### config.mk
export PLATFORM = sky130hd
export DESIGN_NAME = gen3_packet_identifier
export DESIGN_NICKNAME = d
export VERILOG_FILES = /design/src/rtl/gen3_pkt_pkg.sv /design/src/rtl/gen3_byte_step.sv /design/src/rtl/gen3_packet_identifier.sv
export SDC_FILE = /design/constraint.sdc
export NUM_CORES = 1
export LEC_CHECK = 0
export CORE_MARGIN = 2
export CORE_UTILIZATION = 52
export DETAILED_ROUTE_END_ITERATION = 10
export PLACE_DENSITY = 0.83
export SETUP_SLACK_MARGIN = 0.15
export SLEW_MARGIN = 20
export SYNTH_ARGS = -nofsm -noshare
export SYNTH_HDL_FRONTEND = slang
export SYNTH_SLANG_ARGS = --single-unit
### constraint.sdc
create_clock -name clk -period 15.8 [get_ports clk]
set_input_delay 2.37 -clock clk [delete_from_list [all_inputs] [get_ports clk]]
set_output_delay 2.37 -clock clk [all_outputs]
set_load 0.03 [all_outputs]
### src/rtl/gen3_pkt_pkg.sv
// Shared token constants, byte type codes and framing state for the Gen3
// packet identifier.
package gen3_pkt_pkg;

  localparam logic [3:0] STP_NIBBLE = 4'hF;
  localparam logic [7:0] SDP_BYTE0  = 8'hF0;
  localparam logic [7:0] SDP_BYTE1  = 8'h53;
  localparam logic [7:0] EDB_BYTE   = 8'hC0;

  typedef logic [5:0] ptype_t;

  localparam ptype_t TYPE_NOT_VALID = 6'b000000;
  localparam ptype_t TYPE_DATA      = 6'b100000;
  localparam ptype_t TYPE_TLPSTART  = 6'b010000;
  localparam ptype_t TYPE_TLPEND    = 6'b001000;
  localparam ptype_t TYPE_DLLPEND   = 6'b000100;
  localparam ptype_t TYPE_DLLPSTART = 6'b000010;
  localparam ptype_t TYPE_TLPEDB    = 6'b000001;

  typedef enum logic [2:0] {
    S_IDLE,
    S_SDP1,
    S_DLLP,
    S_STP1,
    S_TLP,
    S_EDB
  } state_e;

  typedef struct packed {
    state_e      state;
    logic [10:0] len;
    logic [12:0] cnt;
    logic [12:0] limit;
    logic [2:0]  edb_cnt;
    logic        prev_tlp;
  } bundle_t;

  localparam bundle_t BUNDLE_RESET = '{
    state:    S_IDLE,
    len:      11'd0,
    cnt:      13'd0,
    limit:    13'd0,
    edb_cnt:  3'd0,
    prev_tlp: 1'b0
  };

endpackage

### src/rtl/gen3_byte_step.sv
// Combinational framing step for one byte: classifies the byte and computes
// the framing state seen by the next byte in stream order.
module gen3_byte_step
  import gen3_pkt_pkg::*;
#(
  parameter int DLLP_BYTES = 6,
  parameter int LEN_MIN    = 5
) (
  input  logic [7:0] data,
  input  bundle_t    cur,
  output ptype_t     ptype,
  output logic       err,
  output bundle_t    nxt
);

  ptype_t      idle_type;
  bundle_t     idle_nxt;
  logic [10:0] stp_len;
  logic [12:0] cnt_inc;
  logic [2:0]  edb_inc;

  assign stp_len = {data[6:0], cur.len[3:0]};
  assign cnt_inc = cur.cnt + 13'd1;
  assign edb_inc = cur.edb_cnt + 3'd1;

  // IDLE interpretation of the byte; also reused when an F0 is not followed by 53.
  always_comb begin
    // NOTE: every output of a combinational block gets a default first so no path infers a latch.
    idle_nxt          = cur;
    idle_nxt.state    = S_IDLE;
    idle_nxt.prev_tlp = 1'b0;
    idle_type         = TYPE_NOT_VALID;
    if (data[3:0] == STP_NIBBLE) begin
      idle_type         = TYPE_TLPSTART;
      idle_nxt.len[3:0] = data[7:4];
      idle_nxt.state    = S_STP1;
    end else if (data == SDP_BYTE0) begin
      idle_nxt.state = S_SDP1;
    end else if (data == EDB_BYTE && cur.prev_tlp) begin
      idle_type        = TYPE_TLPEDB;
      idle_nxt.edb_cnt = 3'd1;
      idle_nxt.state   = S_EDB;
    end
  end

  always_comb begin
    nxt   = cur;
    ptype = TYPE_NOT_VALID;
    err   = 1'b0;
    unique case (cur.state)
      S_IDLE: begin
        nxt   = idle_nxt;
        ptype = idle_type;
      end
      S_SDP1: begin
        if (data == SDP_BYTE1) begin
          ptype     = TYPE_DLLPSTART;
          nxt.cnt   = 13'd0;
          nxt.state = S_DLLP;
        end else begin
          nxt   = idle_nxt;
          ptype = idle_type;
        end
      end
      S_DLLP: begin
        nxt.cnt = cnt_inc;
        if (cnt_inc == 13'(DLLP_BYTES)) begin
          ptype     = TYPE_DLLPEND;
          nxt.state = S_IDLE;
        end else begin
          ptype = TYPE_DATA;
        end
      end
      S_STP1: begin
        nxt.len = stp_len;
        if (stp_len < 11'(LEN_MIN)) begin
          err       = 1'b1;
          nxt.state = S_IDLE;
        end else begin
          ptype     = TYPE_DATA;
          nxt.limit = {stp_len, 2'b00};
          nxt.cnt   = 13'd2;
          nxt.state = S_TLP;
        end
      end
      // cnt counts bytes already consumed, so this byte is number cnt+1.
      S_TLP: begin
        nxt.cnt = cnt_inc;
        if (cnt_inc == cur.limit) begin
          ptype        = TYPE_TLPEND;
          nxt.prev_tlp = 1'b1;
          nxt.state    = S_IDLE;
        end else begin
          ptype = TYPE_DATA;
        end
      end
      S_EDB: begin
        if (data == EDB_BYTE) begin
          ptype       = TYPE_TLPEDB;
          nxt.edb_cnt = edb_inc;
          if (edb_inc == 3'd4) nxt.state = S_IDLE;
        end else begin
          err       = 1'b1;
          nxt.state = S_IDLE;
        end
      end
      default: nxt = BUNDLE_RESET;
    endcase
  end

endmodule

### src/rtl/gen3_packet_identifier.sv
// Multi-lane Gen3 packet identifier: chains one byte step per lane and
// registers the framing state and per-byte classification each beat.
module gen3_packet_identifier
  import gen3_pkt_pkg::*;
#(
  parameter int LANES      = 4,
  parameter int DLLP_BYTES = 6,
  parameter int LEN_MIN    = 5
) (
  input  logic               clk,
  input  logic               rst,
  input  logic               valid_in,
  input  logic [8*LANES-1:0] data_in,
  output logic               valid_out,
  output logic [6*LANES-1:0] type_out,
  output logic               malformed
);

  bundle_t            state_q;
  bundle_t            chain [LANES+1];
  logic [6*LANES-1:0] type_w;
  logic [LANES-1:0]   err_w;

  assign chain[0] = state_q;

  // Lane 0 is earliest in stream order, so state ripples upward through the lanes.
  for (genvar i = 0; i < LANES; i++) begin : g_lane
    gen3_byte_step #(
      .DLLP_BYTES(DLLP_BYTES),
      .LEN_MIN   (LEN_MIN)
    ) u_step (
      .data (data_in[8*i +: 8]),
      .cur  (chain[i]),
      .ptype(type_w[6*i +: 6]),
      .err  (err_w[i]),
      .nxt  (chain[i+1])
    );
  end

  always_ff @(posedge clk) begin
    // NOTE: sequential state uses non-blocking assignments so every register samples pre-edge values.
    if (rst) begin
      state_q   <= BUNDLE_RESET;
      valid_out <= 1'b0;
      type_out  <= '0;
      malformed <= 1'b0;
    end else if (valid_in) begin
      state_q   <= chain[LANES];
      valid_out <= 1'b1;
      type_out  <= type_w;
      malformed <= |err_w;
    end else begin
      valid_out <= 1'b0;
      type_out  <= '0;
      malformed <= 1'b0;
    end
  end

endmodule

==> flow_summary.toml, run 1 <==
[status]
status = "complete, no violations"

[clock_network]
clkSinkCount = 63
cts_resized = 0
hold_buffers = 0
clockBufferDepth = 2
numCtsBuffers = 9
cts.clk_slew.worst_paths_ns = 0.07
cts_tree = "done"
post_cts.repair.setup_buffers = 0
clk_latency_ns = 0.35
cts_max_level = 3
root_buffer = "clkbuf_16"

[pwr]
p_sw_share_pct = 43.7
power_leakage_nw = 3.41
power.switching_w = 0.000291
p_seq_share_pct = 26.4
vdd.ir_drop.worst_mv = 0.0685
internal_power_w = 0.000375
p_clk_share_pct = 29.5
powerDensity_nw_per_um2 = 69.4
p_total_w = 0.000666
p_comb_share_pct = 44.1

[layout]
register_area_um2 = 1260
syn2layout_area_growth_pct = 11.1
multiInputGateArea_um2 = 6950
drive_gt1_share_pct = 9.54
finalInstanceArea_um2 = 9590
fillCellCount = 1521
antenna_cells = 0
layout.nets = 1252

[drt]
postRouteAntennaNets = 0
vias = 10200
drt_first_pass_iters = 7
wl_mm = 35.8
drc = 0
drtIter0Drc = 1553
wl_per_cell_um = 25.1
via_per_inst = 7.15

[worst_setup_path]
start_kind = "input port"
startpoint = "data_in[5]"
worstSetupEndpointType = "flop"
crit_arrival_ns = 10.48
slowest_stage = "o31ai_2"
critPathMaxStageDelay_ns = 0.93
ff2ff_setup_slack_ns = 7.15
worstPathRequired_ns = 16.03
cp_num_buf_inv = 1
criticalPathCategory = "in2reg"
path_max_fanout = 14
timing.rr.start = "chain[193]"
crit_family = "compound AO/OA/AOI/OAI gates"

[placement]
place_area_um2 = 9310
hpwl_mm = 27.8
dp_slack_ns = 5.44
numPortBuffers = 60
gp_congestion = 1.06

[sta]
worst_pin_slew_ns = 1.00
max_freq_ghz = 0.0976
holdWs_ns = 0.521
rsz0062_at_grt = "no"
min_period_over_period_pct = 64.9
hold_viol = 0
tns_ns = 0
fin_crit_ns = 10.25
slew_headroom_pct = 32.9
finalClockSkew_ns = 0.0132
setup_viol = 0
drv_slew = 0
finalWorstSetupSlack_ns = 5.55

[die]
die-width_um = 133
initial_core_util_pct = 52.6
fp.coreArea_um2 = 16400
num_rows = 47
die_area_um2 = 17600
io_pins = 61
die_h_um = 133

[global_routing]
grt_usage_pct = 39.6
grt_pass1_wl_mm = 54.2
grt-ovfl-total = 0
grt_max_degree = 33
antenna_found_initial = 0
first_global_vias = 9163

[logic_synthesis]
async_reset_ff_share_pct = 0
syn_inst = 1178
synth.avg_cell_area_um2 = 7.33
syn_nets = 1229
yosys_warnings = 0
syn_area_um2 = 8630
synth_cell_types = 123
synth_seq_area_share_pct = 14.6
synth_top_flop_cell = "dfxtp_1"
synth_edf_count = 0
ys_seq_elements = 63

[hold_path]
min_from = "chain[208]"
min_path_type = "reg2reg"

[run]
maxCapViolCount = 0
## cell usage in the layout (no fill, tap or decap), types with 8 or more instances in the layout
| cell type | Yosys | layout |
|---|---|---|
| dfxtp_1 | 63 | 63 |
| buf_4 | 8 | 14 |
| and3_1 | 16 | 16 |
| nor2b_1 | 12 | 12 |
| nor4_1 | 17 | 17 |
| o21ai_0 | 56 | 56 |
| nor2_1 | 104 | 103 |
| clkbuf_16 | 0 | 9 |
| a22oi_1 | 15 | 15 |
| nor3_1 | 45 | 45 |
| nand2b_1 | 14 | 14 |
| xor2_1 | 22 | 22 |
| o211ai_1 | 14 | 14 |
| or3_1 | 13 | 13 |
| o21ai_1 | 19 | 19 |
| a31oi_1 | 22 | 22 |
| mux2i_1 | 18 | 18 |
| xnor2_1 | 46 | 46 |
| and2_1 | 20 | 20 |
| inv_1 | 31 | 31 |
| a22o_1 | 15 | 15 |
| ha_1 | 16 | 16 |
| a211oi_1 | 13 | 13 |
| nand3_1 | 39 | 39 |
| nand4_1 | 32 | 32 |
| clkdlybuf4s50_1 | 0 | 60 |
| o21a_1 | 8 | 8 |
| nand2_1 | 142 | 142 |
| a21oi_1 | 67 | 67 |
## routing by layer
metal	share of wire, %	global-route usage (%)
met1	38	51.4
met2	44	62.6
met3	12	7.01
met4	6.5	21.0
met5	0	0
## cell type report
type | count | share of cell area [%]
Sequential cell | 63 | 13.1
Multi-Input combinational cell | 1021 | 72.5
Tap cell | 220 | 2.87
Timing Repair Buffer | 74 | 7.36
Clock inverter | 7 | 0.574
Inverter | 32 | 1.25
Clock buffer | 9 | 2.35
## path summary, 6_finish.rpt
kind / to / cells after the start
max: chain[218] / 25
min: chain[208] / 2
max reg2reg: chain[193] / 20
min reg2reg: chain[208] / 2
## power by group through the flow
stage               Combinational, W  Sequential (W)  Clock (W)
floorplan                   0.000205        0.000174          0
global placement            0.000278        0.000178          0
detailed placement          0.000281        0.000178          0
CTS                         0.000282        0.000175   0.000196
global route                0.000310        0.000176   0.000201
finish                      0.000294        0.000176   0.000196
## cell usage after synthesis, drive strengths merged, types with 6 or more instances
cell     count  share of area (%)
nor3        48                3.0
nand2      144                6.4
nand3       40                2.4
a22oi       17                1.6
a2111oi      8                1.2
nand4b       6               0.61
or4         10                1.0
o21ai       77                4.6
and2        22                1.6
o221ai       8               0.88
mux2i       19                2.2
nor4        21                2.0
a32o         6               0.70
o31ai        9               0.96
xor2        22                2.2
and3        16                1.2
a21oi       72                4.5
a21o         8               0.71
o211ai      17                1.9
o21a         8               0.70
nor2       106                4.7
clkbuf      34                1.5
a211o        7               0.71
a21boi       8               0.78
inv         31                1.3
or3         13               0.94
a22o        15                1.5
ha          16                2.3
o2111ai      7               0.78
a31oi       25                2.2
nand2b      15                1.2
nor2b       12               0.87
xnor2       51                5.6
dfxtp       63                 15
and4         7               0.71
buf         28                2.0
o22ai        9               0.88
a211oi      19                2.2
xnor3        7                1.8
nand4       33                2.5
## state kept, by name, indices dropped and copies added, names as in the netlist
register,flops
malformed,1
type_out,24
chain,37
valid_out,1
## per-stage QoR
| step | util, % | std cells |
|---|---|---|
| floorplan | - | 1178 |
| global placement | 56.8 | 1410 |
| detailed placement | 56.8 | 1410 |
| CTS | 58.5 | 1426 |
| global route | 58.5 | 1426 |
| finish | 58.5 | 1426 |
## cell families (layout without fill, tap and decap cells)
family / count (synthesis) / count (layout) / share of synthesized area, %
simple gates: 523 / 523 / 32.0
compound gates: 380 / 380 / 33.7
buf+inv: 94 / 122 / 4.90
xor+xnor: 81 / 81 / 9.94
flops: 63 / 63 / 14.6
mux: 21 / 21 / 2.51
fa+ha+maj: 16 / 16 / 2.32
## worst reg2reg max path, cell delays in order (launching register included)
cell and delay (ns):
dfxtp_1 0.85, ha_1 0.73, nand2_2 0.25, or4_4 0.60, xnor2_2 0.17, o2111ai_2 0.21
or4_4 0.66, a211oi_2 0.72, mux2i_1 0.36, clkinv_1 0.28, ha_1 0.28, o211ai_1 0.20
nor3_1 0.42, xnor2_1 0.24, o2111ai_1 0.23, o21ai_0 0.58, nand2_1 0.26, or4b_1 0.80
nand4_1 0.20, o311ai_0 0.29, a21oi_1 0.23
(Power assumes the default switching activity.)
==> run 2, diff against run 1 <==
==> constraint.sdc (replaced) <==
create_clock -name clk -period 9.9 [get_ports clk]
set_input_delay 1.485 -clock clk [delete_from_list [all_inputs] [get_ports clk]]
set_output_delay 1.485 -clock clk [all_outputs]
set_load 0.03 [all_outputs]
==> flow_summary.toml, run 2 (same netlist as run 1, synthesis figures left out) <==
[worst_setup_path]
worstPathRequired_ns = 10.15
endpoint = "chain[218]"
crit_cells = 26
worstSetupEndpointType = "flop"
r2r_cells = 23
crit_arrival_ns = 9.27
timing.rr.end = "chain[218]"
slowest_stage = "or4b_4"
critPathMaxStageDelay_ns = 0.61
criticalPathCategory = "in2reg"
ff2ff_setup_slack_ns = 1.69
startpoint = "data_in[5]"
path_max_fanout = 14
start_kind = "input port"
crit_family = "compound AO/OA/AOI/OAI gates"
timing.rr.start = "chain[217]"
cp_num_buf_inv = 2

[clock_network]
cts_tree = "done"
clockBufferDepth = 2
cts.clk_slew.worst_paths_ns = 0.06
cts_max_level = 3
post_cts.repair.setup_buffers = 0
clkSinkCount = 63
clk_latency_ns = 0.36
cts_resized = 0
numCtsBuffers = 9
hold_buffers = 0
root_buffer = "clkbuf_16"

[sta]
rsz0062_at_grt = "no"
holdWs_ns = 0.524
finalWorstSetupSlack_ns = 0.877
min_period_over_period_pct = 91.1
hold_viol = 0
drv_slew = 0
finalClockSkew_ns = 0.0129
setup_viol = 0
tns_ns = 0
fin_crit_ns = 9.02
max_freq_ghz = 0.111
worst_pin_slew_ns = 1.06
slew_headroom_pct = 29.1

[pwr]
powerDensity_nw_per_um2 = 117
power_leakage_nw = 3.45
vdd.ir_drop.worst_mv = 0.0914
p_total_w = 0.00113

[global_routing]
grt_pass1_wl_mm = 55.8
use_met3_pct = 8.39
met1_usage_pct = 52.8
grtUsageMet2_pct = 62.6
grt_usage_pct = 40.9
first_global_vias = 9376
grt_max_degree = 33
antenna_found_initial = 0
grt-ovfl-total = 0
busiest_layer = "met2"

[die]
die-width_um = 133
initial_core_util_pct = 52.6
die_h_um = 133
io_pins = 61
die_area_um2 = 17600
num_rows = 47
fp.coreArea_um2 = 16400

[hold_path]
min_from = "chain[208]"
min_path_type = "reg2reg"
hold_depth = 2

[layout]
finalInstanceArea_um2 = 9660
antenna_cells = 0
syn2layout_area_growth_pct = 12.0
final_cell_mix = "nand2_1 (142), nor2_1 (103), a21oi_1 (67)"
largest_reg_flops = 37
layout_commonest_cell = "nand2_1"
layout.nets = 1255
drive_gt1_share_pct = 9.76

[drt]
vias = 10200
drc = 0
via_per_inst = 7.14
wl_mm = 36.9
wl_per_cell_um = 25.8
drt_first_pass_iters = 5
postRouteAntennaNets = 0
drtIter0Drc = 1309

[placement]
gp_congestion = 1.07
dp_slack_ns = 0.694
numPortBuffers = 60
hpwl_mm = 28.5
place_area_um2 = 9340

[status]
status = "complete, no violations"

[run]
maxCapViolCount = 0
-- run 2: worst min path at each step --
stage / endpoint
final: chain[208]
after global routing: chain[208]
after CTS: chain[208]
after detailed placement: chain[208]
after global placement: chain[208]
after floorplan: chain[205]
-- run 2: routing by layer --
metal  wire length, um  part of all wire (%)  vias up
met5                 0                     0        -
met4              2420                   6.6        0
met3              3940                    11      157
met2             15900                    43      755
met1             14600                    40     4746
li1                  -                     -     4548
-- run 2: area by class of cell --
type,count,area [um^2]
well taps,220,275
fillers,1541,6740
clock buffers,9,225
flip-flops and latches,63,1260
clock inverters,7,104
repair buffers,77,728
multi-input cells,1021,6950
inverters,32,120
-- run 2: stage by stage --
step	util, %	std cells
after global routing	58.9	1429
after detailed placement	56.9	1413
after CTS	58.9	1429
after floorplan	-	1178
final	58.9	1429
after global placement	56.9	1413
-- run 2: power by group --
| part | total (W) | switching [W] | internal (W) |
|---|---|---|---|
| clock | 0.000371 | 0.000147 | 0.000224 |
| combinational | 0.000486 | 0.000319 | 0.000166 |
| sequential | 0.000275 | 0.0000136 | 0.000262 |
-- run 2: worst reg2reg max path: stages, from the launching register on --
cell and delay, ns:
dfxtp_1 0.87, and3b_1 0.55, and4_1 0.58, a21oi_4 0.17, a21oi_1 0.35, ha_1 0.35, nand3b_1 0.11, o21ai_0 0.33
o21ai_0 0.21, inv_1 0.14, nand4_1 0.23, or3_1 0.46, nand4_1 0.19, nor4_4 0.08, o21ai_2 0.59, o21ai_2 0.32
o21ai_1 0.51, ha_1 0.36, o2111ai_1 0.26, nor2b_1 0.39, xor2_1 0.16, or3_1 0.43, o21ba_1 0.20, a211o_1 0.26
